===== src/rtl/data_bus_arbiter.sv =====
// Two-master arbiter in front of the single-port data RAM.
// Master 0 is the core load/store port and master 1 is the UART loader/debug port.
// At most one access is issued per cycle. The slave answers one cycle later, and that
// response is routed back to the master that issued the access.
//
// Configuration macro: ARB_FIXED_PRIO_EN
//   undefined (default): round-robin arbitration with a bounded lock
//   defined            : master 0 always wins a contested cycle, and m*_lock is ignored
//
// Ports
//   clk, rst_n                  clock (rising edge) and asynchronous active-low reset
//   m{0,1}_req/we/lock          per-master request, write select and lock hint
//   m{0,1}_addr/wdata           per-master address and write data
//   m{0,1}_gnt                  access issued this cycle (combinational)
//   m{0,1}_rvalid/rdata         response one cycle after grant (rdata holds between responses)
//   s_we/s_re/s_addr/s_wdata    slave strobes and payload (combinational from the winner)
//   s_rdata                     slave read data, valid the cycle after s_re
module data_bus_arbiter #(
    parameter int unsigned DATA_WIDTH = 32,
    parameter int unsigned ADDR_WIDTH = 32,
    parameter int unsigned MAX_LOCK   = 4
) (
    input  logic                  clk,
    input  logic                  rst_n,
    input  logic                  m0_req,
    input  logic                  m0_we,
    input  logic                  m0_lock,
    input  logic [ADDR_WIDTH-1:0] m0_addr,
    input  logic [DATA_WIDTH-1:0] m0_wdata,
    output logic                  m0_gnt,
    output logic                  m0_rvalid,
    output logic [DATA_WIDTH-1:0] m0_rdata,
    input  logic                  m1_req,
    input  logic                  m1_we,
    input  logic                  m1_lock,
    input  logic [ADDR_WIDTH-1:0] m1_addr,
    input  logic [DATA_WIDTH-1:0] m1_wdata,
    output logic                  m1_gnt,
    output logic                  m1_rvalid,
    output logic [DATA_WIDTH-1:0] m1_rdata,
    output logic                  s_we,
    output logic                  s_re,
    output logic [ADDR_WIDTH-1:0] s_addr,
    output logic [DATA_WIDTH-1:0] s_wdata,
    input  logic [DATA_WIDTH-1:0] s_rdata
);

    logic grant_c;
    logic win1_c;
    logic win_we_c;

    // No access is issued while reset is asserted.
    assign grant_c = rst_n & (m0_req | m1_req);

`ifdef ARB_FIXED_PRIO_EN
    // Master 0 wins every contested cycle.
    logic unused_lock_c;
    assign unused_lock_c = m0_lock ^ m1_lock;
    assign win1_c        = m1_req & ~m0_req;
`else
    localparam int unsigned CNT_W = $clog2(MAX_LOCK + 1);

    logic             last_winner;
    logic             win_lock;
    logic [CNT_W-1:0] lock_cnt;
    logic             cur_lock_c;
    logic             other_req_c;

    // Winner selection: a locked previous winner keeps the bus until its budget runs out.
    always_comb begin
        win1_c = m1_req;
        if (m0_req && m1_req) begin
            if (win_lock && (lock_cnt < CNT_W'(MAX_LOCK))) begin
                win1_c = last_winner;
            end else begin
                win1_c = ~last_winner;
            end
        end
    end

    assign cur_lock_c  = win1_c ? m1_lock : m0_lock;
    assign other_req_c = win1_c ? m0_req  : m1_req;

    // Lock budget: counts contested, locked repeat grants and saturates at MAX_LOCK.
    always_ff @(posedge clk or negedge rst_n) begin
        if (!rst_n) begin
            last_winner <= 1'b1;
            win_lock    <= 1'b0;
            lock_cnt    <= '0;
        end else if (grant_c) begin
            last_winner <= win1_c;
            win_lock    <= cur_lock_c;
            if ((win1_c == last_winner) && other_req_c && cur_lock_c) begin
                if (lock_cnt < CNT_W'(MAX_LOCK)) begin
                    lock_cnt <= lock_cnt + CNT_W'(1);
                end
            end else begin
                lock_cnt <= '0;
            end
        end else begin
            lock_cnt <= '0;
        end
    end
`endif

    assign win_we_c = win1_c ? m1_we : m0_we;
    assign m0_gnt   = grant_c & ~win1_c;
    assign m1_gnt   = grant_c &  win1_c;
    assign s_we     = grant_c &  win_we_c;
    assign s_re     = grant_c & ~win_we_c;
    assign s_addr   = grant_c ? (win1_c ? m1_addr  : m0_addr)  : '0;
    assign s_wdata  = grant_c ? (win1_c ? m1_wdata : m0_wdata) : '0;

    logic                  rsp_we;
    logic [DATA_WIDTH-1:0] hold0;
    logic [DATA_WIDTH-1:0] hold1;

    // Owner tag for the access in flight; reset drops any pending response.
    always_ff @(posedge clk or negedge rst_n) begin
        if (!rst_n) begin
            m0_rvalid <= 1'b0;
            m1_rvalid <= 1'b0;
            rsp_we    <= 1'b0;
        end else begin
            m0_rvalid <= m0_gnt;
            m1_rvalid <= m1_gnt;
            rsp_we    <= win_we_c;
        end
    end

    // The slave data arrives during the response cycle, so it is passed through directly
    // and latched for the cycles that follow.
    always_comb begin
        m0_rdata = hold0;
        m1_rdata = hold1;
        if (m0_rvalid) begin
            m0_rdata = rsp_we ? '0 : s_rdata;
        end
        if (m1_rvalid) begin
            m1_rdata = rsp_we ? '0 : s_rdata;
        end
    end

    // Each master's last delivered data word.
    always_ff @(posedge clk or negedge rst_n) begin
        if (!rst_n) begin
            hold0 <= '0;
            hold1 <= '0;
        end else begin
            if (m0_rvalid) begin
                hold0 <= m0_rdata;
            end
            if (m1_rvalid) begin
                hold1 <= m1_rdata;
            end
        end
    end

endmodule

===== config.mk =====
export PLATFORM = sky130hd
export DESIGN_NAME = data_bus_arbiter
export DESIGN_NICKNAME = d
export VERILOG_FILES = /design/src/rtl/data_bus_arbiter.sv
export SDC_FILE = /design/constraint.sdc
export NUM_CORES = 1
export LEC_CHECK = 0
export CAP_MARGIN = 20
export CORE_AREA = 3 3 117 119
export CTS_CLUSTER_DIAMETER = 50
export DETAILED_ROUTE_END_ITERATION = 16
export DIE_AREA = 0 0 120 122
export PLACE_DENSITY = 0.86
export RECOVER_POWER = 25
export SYNTH_ARGS = -nofsm -noshare
export SYNTH_HDL_FRONTEND = slang
export SYNTH_SLANG_ARGS = --single-unit

===== constraint.sdc =====
create_clock -name clk -period 4.8 [get_ports clk]
set_input_delay 0.72 -clock clk [delete_from_list [all_inputs] [get_ports clk]]
set_output_delay 0.72 -clock clk [all_outputs]
set_load 0.005 [all_outputs]

==> summary.md <==
• total track usage: 26.80%
• cell seen most often among critical-path stages: sky130_fd_sc_hd__clkdlybuf4s50_1
• share of cells above drive strength 1: 23.60%
• Arr. time, crit path: 3.25 ns
• final number of setup-violating endpoints: 0
• Yosys warning total: 0
• layout-stage area growth over the synthesis result: 76.45%
• Synth Register Bits: 72
• vias in the first global route: 4,548
• cell type of the slowest stage on the worst timing path: sky130_fd_sc_hd__nor2_4
• violations in the final reports: max-capacitance violations, max-slew violations
• Die Width: 120 µm
• fin cells: 817
• number of levels in the clock H-tree: 3
• dominant cell type by area after synthesis: sky130_fd_sc_hd__dfrtp_1
• path length in cells of the critical path: 6
• commonest non-fill, non-tap cells in the layout: sky130_fd_sc_hd__clkdlybuf4s50_1 (300), sky130_fd_sc_hd__mux2_2 (124), sky130_fd_sc_hd__dfrtp_1 (70), sky130_fd_sc_hd__a22o_1 (64), sky130_fd_sc_hd__nor2b_1 (33)
• number of input and output port buffers inserted: 301
• instance count after placement with tap cells included: 799
• initial standard-cell utilization of the core: 34.81%
• launch point of the worst path: m0_req
• total clock buffers created by CTS: 9
• leftover overflow at the end of global routing: 0
• number of cell rows: 41
• drt drc: 0
• Worst Setup Start Kind: input port
• path type of the worst min-delay path: flop to flop
• portion of synthesized cell area occupied by the leading cell type: 40.28%
• top post-synthesis cells by area: sky130_fd_sc_hd__dfrtp_1 (40%), sky130_fd_sc_hd__mux2_2 (32%), sky130_fd_sc_hd__a22o_1 (13%)
• crit end category: primary output
• total nets after synthesis: 521
• worst setup skew after layout: 0.01082 ns
• register area: 0.001804 mm²
• timing endpoint of the critical path: s_addr[19]
• floorplan die area: 0.01464 mm²
• Synth Instances: 352
• Clock Latency Late Sink: 0.33 ns
• maximum frequency from static timing analysis: 0.2521 GHz
• number of nets in the finished design: 808
• Core Area: 0.01267 mm²
• buffers from clock root to sink, at most: 2
• Post-CTS Hold Fix Bufs: 0
• clock-pin slew on the worst setup and hold paths: 0.06 ns
• post-CTS resize count: 0
• part of the power in combinational logic: 42.4%
• required time reported for the critical path endpoint: 4.08 ns
• maximum net fanout on the critical path: 32
• CTS tree: yes
• count of endpoints failing hold in the final timing report: 0
• Final Max Slew Viols: 73
• fraction of power consumed by sequential logic: 33.2%
• Setup Fix Bufs, Post-CTS: 0
• Max-Slew Margin vs Limit: -20.03%
• min Tclk post-route: 3.966 ns
• Internal Dissipation: 1.795 mW
• worst-margin pin slew: 1.800 ns
• Sw Pwr: 0.7011 mW
• clock network fraction of design power: 24.4%
• post-DP HPWL: 16,850 µm
• count of distinct cell types in the synthesized netlist: 28
• clock sink count: 72
• I/O pin count: 302
• Routability Congestion: 1.038
• kind of cell adding the most delay to the critical path: buffers and inverters
• Vert. Die Dim: 122 µm
• wire length of the first global-routing pass: 28,770 µm
• number of antenna-violating nets in the routed design: 0
• max-cap violations: 1
• most common library cell in the layout ignoring fill and taps: sky130_fd_sc_hd__clkdlybuf4s50_1
• CP cell instances: clkdlybuf4s50_1 > nand4bb_1 > o211ai_2 > nor2_4 > a22o_1 > clkdlybuf4s50_1
• combined area of the multi-input logic cells: 0.002402 mm²
• delay of the slowest cell on the worst path: 0.64 ns
• number of violations reported at the end of detailed-routing iteration 0: 337
• number of antenna violations at the first check in global routing: 4
• leakage power figure: 3.222 nW
• part of the Yosys area used for sequential elements: 40.88%
• capture point of the worst reg-to-reg path: hold1[23]$_DFFE_PN0P_
• number of cell instances on the worst register-to-register path: 2
• result of the run: finished, violations left
• Switching Share: 28.08%
• total number of vias: 4,233
• buffer cell driving the clock tree root: sky130_fd_sc_hd__clkbuf_16
• critical path start-end classification: input port to primary output
• R2R setup slack: 2.48 ns
• Bufs and invs on worst path: 2
• Syn Area/Cell: 12.53 µm²
• final wirelength: 20,250 µm
• Cell Area, Synth: 0.004410 mm²
• iteration count of the initial detailed-routing pass: 5
• RR Startpoint: m1_rvalid$_DFF_PN0_
• Max rail drop VDD: 0.1644 mV
• final setup TNS: 0 ns
• pin count of the biggest net entering global routing: 73
• RSZ-0062 raised after global routing: false
• routed length per instance: 24.78 µm
• Vias per Instance: 5.181
• Cell Pwr Density: 320.8 mW/mm²
• total design power: 2.496 mW
• fill count: 1,020
• Period Utilization, post-route: 82.62%
## registers in the layout (all words and copies together) (netlist names)
register     cells
hold0           32
hold1           32
lock_cnt         3
last_winner      1
m0_rvalid        1
m1_rvalid        1
rsp_we           1
win_lock         1
## synthesized netlist by cell type
| library cell | instances |
|---|---|
| sky130_fd_sc_hd__nand4b_1 | 1 |
| sky130_fd_sc_hd__mux2_2 | 124 |
| sky130_fd_sc_hd__and3_1 | 2 |
| sky130_fd_sc_hd__a21o_1 | 1 |
| sky130_fd_sc_hd__o21a_1 | 1 |
| sky130_fd_sc_hd__inv_1 | 1 |
| sky130_fd_sc_hd__o21ai_0 | 1 |
| sky130_fd_sc_hd__a22o_1 | 64 |
| sky130_fd_sc_hd__and2_1 | 1 |
| sky130_fd_sc_hd__buf_4 | 1 |
| sky130_fd_sc_hd__buf_6 | 10 |
| sky130_fd_sc_hd__dfstp_2 | 1 |
| sky130_fd_sc_hd__mux2_1 | 7 |
| sky130_fd_sc_hd__nand4bb_1 | 1 |
| sky130_fd_sc_hd__nor2_1 | 1 |
| sky130_fd_sc_hd__clkbuf_1 | 5 |
| sky130_fd_sc_hd__a21oi_2 | 1 |
| sky130_fd_sc_hd__nor2b_1 | 33 |
| sky130_fd_sc_hd__o211ai_2 | 1 |
| sky130_fd_sc_hd__nor2_2 | 1 |
| sky130_fd_sc_hd__nor2b_4 | 1 |
| sky130_fd_sc_hd__xnor2_1 | 1 |
| sky130_fd_sc_hd__buf_2 | 15 |
| sky130_fd_sc_hd__nand2_1 | 3 |
| sky130_fd_sc_hd__dfrtp_1 | 71 |
| sky130_fd_sc_hd__a21oi_1 | 1 |
| sky130_fd_sc_hd__ha_1 | 1 |
| sky130_fd_sc_hd__nand4_1 | 1 |
## stage by stage
step	util [%]	hold slack [ns]	instance area [µm²]	setup WS [ns]
detailed placement	59.09	0.4190	7487	0.8715
CTS	61.24	0.4267	7760	0.8718
global placement	59.09	0.4197	7487	0.9979
floorplan	-	0.4059	4410	2.590
finish	61.42	0.4274	7782	0.8341
global route	61.42	0.4607	7782	0.7733
## routing by layer
layer	track usage [%]	share of wire (%)	vias to the layer above	wire length [µm]
met4	9.162	2.9	6	578
met5	0	0.23	-	47
met3	8.682	9.8	33	1987
met2	45.52	50	217	10200
li1	-	-	1894	-
met1	32.09	37	2083	7429
## layout make-up
class	count	share of cell area [%]
tap	172	2.765
clock buffer	9	2.894
multi-input combinational	248	30.87
antenna	1	0.03215
clock inverter	7	0.6109
inverter	1	0.04823
timing repair buffer	307	39.60
sequential	72	23.18
## worst reg2reg max path: stages (launching register included)
cell and delay, ns:
sky130_fd_sc_hd__dfrtp_1 1.23, sky130_fd_sc_hd__buf_4 0.56, sky130_fd_sc_hd__mux2_2 0.41
## worst min-delay path by stage
stage	startpoint	to	slack (ns)	depth (start not counted)
after floorplan	lock_cnt[0]$_DFFE_PN0P_	lock_cnt[0]$_DFFE_PN0P_	0.41	1
after global placement	lock_cnt[0]$_DFFE_PN0P_	lock_cnt[0]$_DFFE_PN0P_	0.42	1
after detailed placement	lock_cnt[0]$_DFFE_PN0P_	lock_cnt[0]$_DFFE_PN0P_	0.42	1
after CTS	lock_cnt[0]$_DFFE_PN0P_	lock_cnt[0]$_DFFE_PN0P_	0.43	1
after global routing	lock_cnt[0]$_DFFE_PN0P_	lock_cnt[0]$_DFFE_PN0P_	0.46	1
final	lock_cnt[0]$_DFFE_PN0P_	lock_cnt[0]$_DFFE_PN0P_	0.43	1
## cell families after synthesis
group / Yosys count / share of synthesized area (%)
buf+inv: 32 / 4.936
flops: 72 / 40.88
simple gates: 45 / 6.497
mux: 131 / 33.45
compound gates: 70 / 13.76
xor+xnor: 1 / 0.1986
fa+ha+maj: 1 / 0.2836
## power by group through the flow
stage                     combinational, mW  clock, mW  sequential, mW
after global routing                   1.12      0.649           0.848
after floorplan                       0.460          0           0.798
after global placement                 1.03          0           0.833
after CTS                              1.06      0.621           0.835
after detailed placement               1.05          0           0.845
final                                  1.06      0.609           0.830
No activity file was read; power rests on OpenSTA's default activity.
